--- src/rtl/fpu_pkg.sv ---
// Shared types and defaults for the floating-point add arbiter slice.
// Used with and without the FADD_ARB_SUB_EN build option.
package fpu_pkg;

    typedef logic [31:0] float32_t;
    typedef logic        req_id_t;

    typedef struct packed {
        logic    valid;
        req_id_t id;
    } tag_t;

    localparam int FADD_LATENCY = 2;

    // Round-robin preference: which requester wins when both are valid.
    typedef enum logic {
        RR_PREFER0 = 1'b0,
        RR_PREFER1 = 1'b1
    } rr_state_e;

    function automatic float32_t negateFloat(input float32_t x);
        return {~x[31], x[30:0]};
    endfunction

endpackage

--- src/rtl/fadd_arbiter_if.sv ---
// Bundle of request, fadd-unit and response signals around the fadd arbiter.
// The reqN_sub signals exist only when FADD_ARB_SUB_EN is defined.
interface fadd_arbiter_if #(
    parameter int CNT_W = 3
);
    import fpu_pkg::*;

    logic     req0_valid;
    logic     req1_valid;
    logic     req0_ready;
    logic     req1_ready;
    float32_t req0_x1;
    float32_t req0_x2;
    float32_t req1_x1;
    float32_t req1_x2;
`ifdef FADD_ARB_SUB_EN
    logic     req0_sub;
    logic     req1_sub;
`endif

    float32_t fadd_x1;
    float32_t fadd_x2;
    float32_t fadd_y;
    logic     fadd_ovf;

    logic     rsp0_valid;
    logic     rsp1_valid;
    float32_t rsp_y;
    logic     rsp_ovf;

    logic [CNT_W-1:0] inflight;

    // Arbiter side.
    modport slave (
`ifdef FADD_ARB_SUB_EN
        input  req0_sub, req1_sub,
`endif
        input  req0_valid, req1_valid, req0_x1, req0_x2, req1_x1, req1_x2,
        input  fadd_y, fadd_ovf,
        output req0_ready, req1_ready, fadd_x1, fadd_x2,
        output rsp0_valid, rsp1_valid, rsp_y, rsp_ovf, inflight
    );

    // Requester / fadd-unit environment side.
    modport master (
`ifdef FADD_ARB_SUB_EN
        output req0_sub, req1_sub,
`endif
        output req0_valid, req1_valid, req0_x1, req0_x2, req1_x1, req1_x2,
        output fadd_y, fadd_ovf,
        input  req0_ready, req1_ready, fadd_x1, fadd_x2,
        input  rsp0_valid, rsp1_valid, rsp_y, rsp_ovf, inflight
    );

endinterface

--- src/rtl/fadd_rr_arb.sv ---
// Two-way round-robin grant logic; the preference pointer lives here.
// Grants are combinational and forced low while reset is held.
module fadd_rr_arb
    import fpu_pkg::*;
(
    input  logic clk,
    input  logic rst,
    input  logic valid0_i,
    input  logic valid1_i,
    output logic grant0_o,
    output logic grant1_o
);

    rr_state_e rr_q;
    rr_state_e rr_d;

    always_ff @(posedge clk) begin
        if (rst) begin
            rr_q <= RR_PREFER0;
        end else begin
            rr_q <= rr_d;
        end
    end

    // After a grant, the other requester gets priority next time.
    always_comb begin
        rr_d = rr_q;
        if (grant0_o) begin
            rr_d = RR_PREFER1;
        end else if (grant1_o) begin
            rr_d = RR_PREFER0;
        end
    end

    always_comb begin
        grant0_o = 1'b0;
        grant1_o = 1'b0;
        if (!rst) begin
            if (valid0_i && valid1_i) begin
                grant0_o = (rr_q == RR_PREFER0);
                grant1_o = (rr_q == RR_PREFER1);
            end else begin
                grant0_o = valid0_i;
                grant1_o = valid1_i;
            end
        end
    end

endmodule

--- src/rtl/fadd_arbiter.sv ---
// Shares one pipelined fadd unit between two requesters, routing results back by tag.
// Define FADD_ARB_SUB_EN to add per-request subtract (sign flip of x2).
module fadd_arbiter
    import fpu_pkg::*;
#(
    parameter int LATENCY = FADD_LATENCY,
    parameter int CNT_W   = 3
)
(
    input  logic           clk,
    input  logic           rst,
    fadd_arbiter_if.slave  bus
);

    logic     grant0;
    logic     grant1;
    logic     xfer;
    req_id_t  grantId;
    float32_t selX1;
    float32_t selX2;

    float32_t fadd_x1_q;
    float32_t fadd_x1_d;
    float32_t fadd_x2_q;
    float32_t fadd_x2_d;

    tag_t     tag_q [LATENCY+1];
    tag_t     tag_d [LATENCY+1];
    tag_t     respTag;

    logic [CNT_W-1:0] inflight_q;
    logic [CNT_W-1:0] inflight_d;

    fadd_rr_arb u_rr_arb (
        .clk      (clk),
        .rst      (rst),
        .valid0_i (bus.req0_valid),
        .valid1_i (bus.req1_valid),
        .grant0_o (grant0),
        .grant1_o (grant1)
    );

    assign bus.req0_ready = grant0;
    assign bus.req1_ready = grant1;
    assign xfer           = grant0 | grant1;
    assign grantId        = req_id_t'(grant1);

    always_comb begin
        selX1 = grant1 ? bus.req1_x1 : bus.req0_x1;
        selX2 = grant1 ? bus.req1_x2 : bus.req0_x2;
`ifdef FADD_ARB_SUB_EN
        if ((grant0 && bus.req0_sub) || (grant1 && bus.req1_sub)) begin
            selX2 = negateFloat(selX2);
        end
`endif
    end

    // Operands hold between transfers so the fadd unit sees stable inputs.
    always_comb begin
        fadd_x1_d = fadd_x1_q;
        fadd_x2_d = fadd_x2_q;
        if (xfer) begin
            fadd_x1_d = selX1;
            fadd_x2_d = selX2;
        end
    end

    always_ff @(posedge clk) begin
        if (rst) begin
            fadd_x1_q <= '0;
            fadd_x2_q <= '0;
        end else begin
            fadd_x1_q <= fadd_x1_d;
            fadd_x2_q <= fadd_x2_d;
        end
    end

    // Stage 0 lines up with the registered operands; the last stage with fadd_y.
    always_comb begin
        tag_d[0] = '{valid: xfer, id: grantId};
        for (int i = 1; i <= LATENCY; i++) begin
            tag_d[i] = tag_q[i-1];
        end
    end

    always_ff @(posedge clk) begin
        if (rst) begin
            for (int i = 0; i <= LATENCY; i++) begin
                tag_q[i] <= '0;
            end
        end else begin
            for (int i = 0; i <= LATENCY; i++) begin
                tag_q[i] <= tag_d[i];
            end
        end
    end

    assign respTag = tag_q[LATENCY];

    always_comb begin
        inflight_d = inflight_q;
        if (xfer && !respTag.valid) begin
            inflight_d = inflight_q + CNT_W'(1);
        end else if (!xfer && respTag.valid) begin
            inflight_d = inflight_q - CNT_W'(1);
        end
    end

    always_ff @(posedge clk) begin
        if (rst) begin
            inflight_q <= '0;
        end else begin
            inflight_q <= inflight_d;
        end
    end

    assign bus.fadd_x1    = fadd_x1_q;
    assign bus.fadd_x2    = fadd_x2_q;
    assign bus.rsp0_valid = respTag.valid && (respTag.id == 1'b0);
    assign bus.rsp1_valid = respTag.valid && (respTag.id == 1'b1);
    assign bus.rsp_y      = bus.fadd_y;
    assign bus.rsp_ovf    = bus.fadd_ovf;
    assign bus.inflight   = inflight_q;

endmodule

--- src/flat_wrapper.sv ---
// flat-port wrapper written by rule: the top's interface ports become plain ports
module fadd_arbiter_flat import fpu_pkg::*;
#(
    parameter int LATENCY = FADD_LATENCY,
    parameter int CNT_W   = 3
)
  (clk, rst, bus_req0_valid, bus_req1_valid, bus_req0_x1, bus_req0_x2, bus_req1_x1, bus_req1_x2, bus_fadd_y, bus_fadd_ovf, bus_req0_ready, bus_req1_ready, bus_fadd_x1, bus_fadd_x2, bus_rsp0_valid, bus_rsp1_valid, bus_rsp_y, bus_rsp_ovf, bus_inflight);
  fadd_arbiter_if #(.CNT_W(CNT_W)) bus_i ();
  input  logic clk;
  input  logic rst;
  input wire logic [$bits(bus_i.req0_valid)-1:0] bus_req0_valid;
  input wire logic [$bits(bus_i.req1_valid)-1:0] bus_req1_valid;
  input wire logic [$bits(bus_i.req0_x1)-1:0] bus_req0_x1;
  input wire logic [$bits(bus_i.req0_x2)-1:0] bus_req0_x2;
  input wire logic [$bits(bus_i.req1_x1)-1:0] bus_req1_x1;
  input wire logic [$bits(bus_i.req1_x2)-1:0] bus_req1_x2;
  input wire logic [$bits(bus_i.fadd_y)-1:0] bus_fadd_y;
  input wire logic [$bits(bus_i.fadd_ovf)-1:0] bus_fadd_ovf;
  output wire logic [$bits(bus_i.req0_ready)-1:0] bus_req0_ready;
  output wire logic [$bits(bus_i.req1_ready)-1:0] bus_req1_ready;
  output wire logic [$bits(bus_i.fadd_x1)-1:0] bus_fadd_x1;
  output wire logic [$bits(bus_i.fadd_x2)-1:0] bus_fadd_x2;
  output wire logic [$bits(bus_i.rsp0_valid)-1:0] bus_rsp0_valid;
  output wire logic [$bits(bus_i.rsp1_valid)-1:0] bus_rsp1_valid;
  output wire logic [$bits(bus_i.rsp_y)-1:0] bus_rsp_y;
  output wire logic [$bits(bus_i.rsp_ovf)-1:0] bus_rsp_ovf;
  output wire logic [$bits(bus_i.inflight)-1:0] bus_inflight;
  assign bus_i.req0_valid = bus_req0_valid;
  assign bus_i.req1_valid = bus_req1_valid;
  assign bus_i.req0_x1 = bus_req0_x1;
  assign bus_i.req0_x2 = bus_req0_x2;
  assign bus_i.req1_x1 = bus_req1_x1;
  assign bus_i.req1_x2 = bus_req1_x2;
  assign bus_i.fadd_y = bus_fadd_y;
  assign bus_i.fadd_ovf = bus_fadd_ovf;
  assign bus_req0_ready = bus_i.req0_ready;
  assign bus_req1_ready = bus_i.req1_ready;
  assign bus_fadd_x1 = bus_i.fadd_x1;
  assign bus_fadd_x2 = bus_i.fadd_x2;
  assign bus_rsp0_valid = bus_i.rsp0_valid;
  assign bus_rsp1_valid = bus_i.rsp1_valid;
  assign bus_rsp_y = bus_i.rsp_y;
  assign bus_rsp_ovf = bus_i.rsp_ovf;
  assign bus_inflight = bus_i.inflight;
  fadd_arbiter #(.LATENCY(LATENCY), .CNT_W(CNT_W)) u_core (.clk(clk), .rst(rst), .bus(bus_i));
endmodule
--- config.mk ---
export PLATFORM = sky130hd
export DESIGN_NAME = fadd_arbiter_flat
export DESIGN_NICKNAME = d
export VERILOG_FILES = /design/src/rtl/fpu_pkg.sv /design/src/rtl/fadd_arbiter_if.sv /design/src/rtl/fadd_rr_arb.sv /design/src/rtl/fadd_arbiter.sv /design/src/flat_wrapper.sv
export SDC_FILE = /design/constraint.sdc
export NUM_CORES = 1
export LEC_CHECK = 0
export CORE_ASPECT_RATIO = 1.25
export CORE_MARGIN = 3
export CORE_UTILIZATION = 34
export DETAILED_ROUTE_END_ITERATION = 12
export MAX_ROUTING_LAYER = met4
export PLACE_DENSITY_LB_ADDON = 0.05
export SLEW_MARGIN = 20
export SYNTH_ARGS = -nofsm -noshare
export SYNTH_HDL_FRONTEND = slang
export SYNTH_SLANG_ARGS = --single-unit
--- constraint.sdc ---
create_clock -name clk -period 3 [get_ports clk]
set_clock_uncertainty 0.15 [all_clocks]
set_input_delay 0.3 -clock clk [delete_from_list [all_inputs] [get_ports clk]]
set_output_delay 0.3 -clock clk [all_outputs]
set_load 0.1 [all_outputs]
==> results of run 1 <==
## cell usage in the layout (no fill, tap or decap), types with 3 or more instances in the layout
cell and n:
nor2_1 6, a221o_1 64, dfxtp_1 73, buf_4 76, clkbuf_16 9, bufinv_16 3, a2111oi_0 64, nor2b_1 4
inv_1 67, clkdlybuf4s50_1 129
## kinds of logic after synthesis
group | after synthesis | synth area share, %
compound gates | 134 | 34.7
xor+xnor | 2 | 0.489
fa+ha+maj | 2 | 0.909
buf+inv | 143 | 20.1
flops | 74 | 41.4
mux | 1 | 0.280
simple gates | 14 | 2.13
## per-stage QoR
step	worst slack, ns	util [%]	cell area, um^2	std cells
after global routing	0.538	54.2	5530	649
after global placement	0.489	50.9	5200	633
after CTS	0.629	54.2	5530	649
final	0.630	54.2	5530	649
after detailed placement	0.434	50.9	5200	633
after floorplan	0.724	-	3580	370
## worst max-delay path by stage
stage | start | end
2_1_floorplan | rst | u_core.bus.inflight[2]
4_1_cts | bus_req0_valid | bus_req1_ready
3_3_place_gp | bus_req0_valid | u_core.bus.inflight[2]
6_report | bus_req0_valid | bus_req1_ready
5_1_grt | bus_req0_valid | bus_req1_ready
3_5_place_dp | bus_req0_valid | u_core.bus.inflight[2]
## flip-flops by register name, summed over array words and instances (netlist names)
register,count
u_core.bus.fadd_x1,32
u_core.bus.fadd_x2,32
u_core.tag_q,6
u_core.bus.inflight,3
u_core.u_rr_arb.rr_q,1
## cell type report
cell class / instances / share of cell area (%)
multi-input combinational: 153 / 25.1
clock buffer: 11 / 4.21
timing repair buffer: 209 / 34.6
inverter: 68 / 4.61
sequential: 74 / 26.8
clock inverter: 5 / 1.85
tap: 129 / 2.92
## layer usage
layer | track usage [%] | vias up | wire, um
met5 | - | - | 0
met4 | 9.26 | 0 | 326
met3 | 5.94 | 18 | 832
met2 | 32.7 | 185 | 5870
met1 | 25.4 | 1626 | 5200
li1 | - | 1679 | -
## power breakdown
part	internal, mW	leakage (nW)	switching, mW
Combinational	0.337	1.61	0.773
Sequential	1.07	0.613	0.0476
Clock	0.811	0.160	0.407
==> results.json, run 1 <==
{
  "area_delta_synth_final_pct": 54.6,
  "synth_area_mm2": 0.00358,
  "grt_pass1_wl_um": 19200,
  "die-area_mm2": 0.0118,
  "post-dp-hpwl_um": 8040,
  "arrival_ns": 1.92,
  "critical_path.startpoint_type": "input port",
  "holdCritPathClass": "input port to register",
  "final_min_period_over_clock_period_pct": 79.0,
  "rows": 41,
  "timing.critical_path.mode_cell": "buf_12",
  "worstSetupEndpointType": "primary output",
  "synth.ff_latch_count": 74,
  "route.detailed.vias_per_inst": 5.41,
  "final_layout_size_suffix_gt1_share_pct": 18.8,
  "clock_insertion_delay_worst_skew_ns": 0.33,
  "mappedNetlistNets": 537,
  "postCtsResizedCells": 0,
  "worstPathMaxFanout": 49,
  "ant_nets": 0,
  "path_cells": "clkdlybuf4s50_1, inv_2, o211a_2, buf_12, buf_12",
  "final-seq-area_mm2": 0.00148,
  "synthMostInstantiatedCell": "dfxtp_1",
  "ys.flop_type": "dfxtp_1",
  "fraction_of_synthesized_cell_area_taken_by_the_top_area_cell_type_pct": 41.4,
  "yosysSeqAreaShare_pct": 41.4,
  "cp_data_required_time_ns": 2.55,
  "pin_count_of_the_biggest_net_entering_global_routing": 68,
  "critical_path_depth": 5,
  "synth_area_leader_cell": "dfxtp_1",
  "final-hold-violation-count": 0,
  "reg2reg_setup_slack_ns": 1.19,
  "critical_path.n_buffers_inverters": 4,
  "post_drt_wl_per_cell_um": 18.8,
  "multi_input_area_mm2": 0.00139,
  "slowest_delay_ns": 0.51,
  "clk_root_buffer_cell": "clkbuf_16",
  "yosys_warnings": 0,
  "design.core.area_mm2": 0.0102,
  "fillerInstances": 949,
  "worstSetupPathType": "input port to primary output",
  "drv_cap": 0,
  "synth_enable_flop_cells": 0,
  "worst_r2r_path_depth": 7,
  "holdBufCountCts": 0,
  "grt_setup_unrepaired": "no",
  "post_synth.cell_area_avg_um2": 9.67,
  "antennaDiodeCount": 0,
  "tns_ns": 0,
  "synth.top_cells.by_count": "dfxtp_1, inv_1, a2111oi_0, a221o_1, buf_4",
  "netlist_top_cells_area": "dfxtp_1, a221o_1, a2111oi_0",
  "fmax_mhz": 422,
  "drt-total-wl_um": 12200,
  "min-delay-start": "rst",
  "worst_path_max_delay_cell": "clkdlybuf4s50_1",
  "dr_iter_0_viols": 216,
  "path_delay_family": "buffers and inverters",
  "total_power_mw": 3.44,
  "fp.dieH_um": 121,
  "maxSlewHeadroom_pct": 54.8,
  "initial_core_util_pct": 35.1,
  "powerDensity_mw_per_mm2": 622,
  "buffer_ports.inserted": 202,
  "worst_tran_pin_value_ns": 0.678,
  "drcViolationCount": 0,
  "power.leakage_nw": 2.38,
  "htree_levels": 3,
  "min_to": "u_core.bus.inflight[1]",
  "final-setup-viol-count": 0,
  "min_delay_path_depth": 2,
  "async_reset_ff_share_pct": 0,
  "global_route.overflow_total": 0,
  "grt_use_total_pct": 21.0,
  "gp_routability_congestion": 0.753,
  "clockBufferDepth": 2,
  "run_status": "finished clean",
  "vdd_drop_max_uv": 287,
  "total_clock_buffers_created_by_cts": 9,
  "worst_setup_hold_path_clk_slew_ns": 0.06,
  "clkSinkCount": 74,
  "worstReg2RegStart": "u_core.tag_q[0][5]",
  "ioPinCount": 269,
  "post-cts-setup-buffer-count": 0,
  "antenna_found_initial": 0,
  "ff_to_ff_end": "u_core.bus.inflight[2]",
  "final_period_minus_worst_setup_slack_ns": 2.37,
  "cts_tree": "yes",
  "detailedRoute.firstPassIterationCount": 4,
  "finalHoldWorstSlack_ns": 0.243,
  "synth.lib_cells_used.distinct": 22,
  "layout.nets": 682,
  "timing_max_transition_violations_final": 0,
  "grt_pass1_vias": 3586,
  "floorplan.die.width_um": 97.8,
  "syn-instance-count": 370,
  "routed-via-count": 3508
}
Note: power is estimated with default switching activity, not from simulation.
==> inputs of run 2 (changes only) <==
- clock period: 3 -> 2.2 ns (I/O delays scaled with it)
==> results.json, run 2 (synthesis gave the netlist of run 1 again) <==
{
  "route.detailed.vias_per_inst": 5.48,
  "gp_routability_congestion": 0.750,
  "power.leakage_nw": 2.44,
  "drv_cap": 0,
  "initial_core_util_pct": 35.1,
  "final_layout_size_suffix_gt1_share_pct": 20.2,
  "run_status": "finished clean",
  "worst_r2r_path_depth": 7,
  "vdd_drop_max_uv": 383,
  "worstSetupPathType": "input port to register",
  "area_delta_synth_final_pct": 58.1,
  "grt_use_total_pct": 20.1,
  "worstSetupEndpoint": "u_core.bus.inflight[2]",
  "clkSinkCount": 74,
  "grt_pass1_vias": 3555,
  "antenna_found_initial": 0,
  "clkPwrFrac_pct": 37.2,
  "cts_tree": "yes",
  "met3_length_um": 734,
  "maxSlewHeadroom_pct": 68.2,
  "grt_setup_unrepaired": "no",
  "drt-total-wl_um": 12000,
  "detailedRoute.firstPassIterationCount": 6,
  "floorplan.die.width_um": 97.8,
  "ff_to_ff_end": "u_core.bus.inflight[2]",
  "power.combinational.fraction_pct": 31.5,
  "powerDensity_mw_per_mm2": 858,
  "post-dp-hpwl_um": 8100,
  "critical_path.startpoint_type": "input port",
  "power.switching_mw": 1.70,
  "total_power_mw": 4.86,
  "total_clock_buffers_created_by_cts": 9,
  "holdBufCountCts": 0,
  "top_layer": "met4",
  "routed-via-count": 3589,
  "rows": 41,
  "worstPathMaxFanout": 2,
  "clock_insertion_delay_worst_skew_ns": 0.32,
  "worst_setup_hold_path_clk_slew_ns": 0.06,
  "die-area_mm2": 0.0118,
  "cp_data_required_time_ns": 2.31,
  "clockBufferDepth": 2,
  "power.share.switching_pct": 35.1,
  "holdCritPathClass": "input port to register",
  "ant_nets": 0,
  "tns_ns": 0,
  "grt_pass1_wl_um": 18600,
  "m1WireLength_um": 5110,
  "pin_count_of_the_biggest_net_entering_global_routing": 76,
  "detailroute.wirelength.met2_um": 5990,
  "ioPinCount": 269,
  "timing_max_transition_violations_final": 0,
  "seq_power_share_pct": 31.4,
  "antennaDiodeCount": 0,
  "final-setup-viol-count": 0,
  "layout.nets": 688,
  "reg2reg_setup_slack_ns": 0.39,
  "internal_power_mw": 3.15,
  "worst_tran_pin_value_ns": 0.465,
  "final_period_minus_worst_setup_slack_ns": 1.97,
  "postCtsResizedCells": 0,
  "final_min_period_over_clock_period_pct": 89.5,
  "worstSetupStartpoint": "bus_req0_valid",
  "fmax_mhz": 508,
  "drcViolationCount": 0,
  "buffer_ports.inserted": 202,
  "post-cts-setup-buffer-count": 0,
  "worstSetupEndpointType": "register",
  "post_drt_wl_per_cell_um": 18.3,
  "clk_root_buffer_cell": "clkbuf_16",
  "fp.dieH_um": 121,
  "mostFrequentLayoutCell": "clkdlybuf4s50_1",
  "worstReg2RegStart": "u_core.tag_q[0][5]",
  "dr_iter_0_viols": 206,
  "highest_count_cells_in_the_layout_ignoring_fill_and_taps": "clkdlybuf4s50_1, buf_4, dfxtp_1",
  "finalHoldWorstSlack_ns": 0.0532,
  "htree_levels": 3,
  "design.core.area_mm2": 0.0102,
  "arrival_ns": 2.08,
  "final-hold-violation-count": 0,
  "global_route.overflow_total": 0
}
==> run 2: worst min path at each step <==
stage / cells after the start / to / startpoint
after global routing: 3 / u_core.tag_q[0][1] / bus_req1_valid
after detailed placement: 1 / u_core.tag_q[0][2] / u_core.tag_q[0][0]
after CTS: 3 / u_core.tag_q[0][1] / bus_req1_valid
after floorplan: 1 / u_core.u_rr_arb.rr_q / bus_req0_valid
final: 3 / u_core.tag_q[0][1] / bus_req1_valid
after global placement: 1 / u_core.tag_q[0][2] / u_core.tag_q[0][0]
==> run 2: area by class of cell <==
type / instances / area (um^2)
clock buffer: 9 / 225
multi-input combinational: 153 / 1390
sequential: 74 / 1480
inverter: 68 / 255
fill: 930 / 4550
clock inverter: 7 / 141
tap: 129 / 161
timing repair buffer: 215 / 2010
==> run 2: power by group through the flow <==
| stage | Clock [mW] | Sequential [mW] | Combinational (mW) |
|---|---|---|---|
| after floorplan | 0 | 2.30 | 0.563 |
| after global placement | 0 | 1.55 | 1.53 |
| after detailed placement | 0 | 1.55 | 1.53 |
| after CTS | 1.84 | 1.52 | 1.54 |
| after global routing | 1.89 | 1.54 | 1.59 |
| final | 1.81 | 1.52 | 1.53 |
==> run 2: routing by layer <==
| layer | GRT usage (%) | vias to the layer above |
|---|---|---|
| met1 | 24.7 | 1722 |
| met2 | 32.6 | 168 |
| met5 | - | - |
| met4 | 7.88 | 0 |
| met3 | 4.10 | 17 |
| li1 | - | 1682 |
==> run 2: worst max-delay path, stage by stage <==
cell and delay, ns:
clkdlybuf4s50_1 0.48, nor2_1 0.06, nor2_1 0.09, ha_1 0.19, inv_1 0.06, fa_1 0.37, xor2_1 0.16, or3_1 0.31
a21oi_1 0.14
==> run 2: stage by stage <==
step | instance area (um^2) | utilization (%) | setup WS, ns | instances
floorplan | 3580 | - | 0.00384 | 370
global placement | 5290 | 51.8 | -0.0550 | 639
detailed placement | 5290 | 51.8 | -0.117 | 639
CTS | 5660 | 55.4 | 0.231 | 655
global route | 5660 | 55.4 | 0.0777 | 655
finish | 5660 | 55.4 | 0.231 | 655
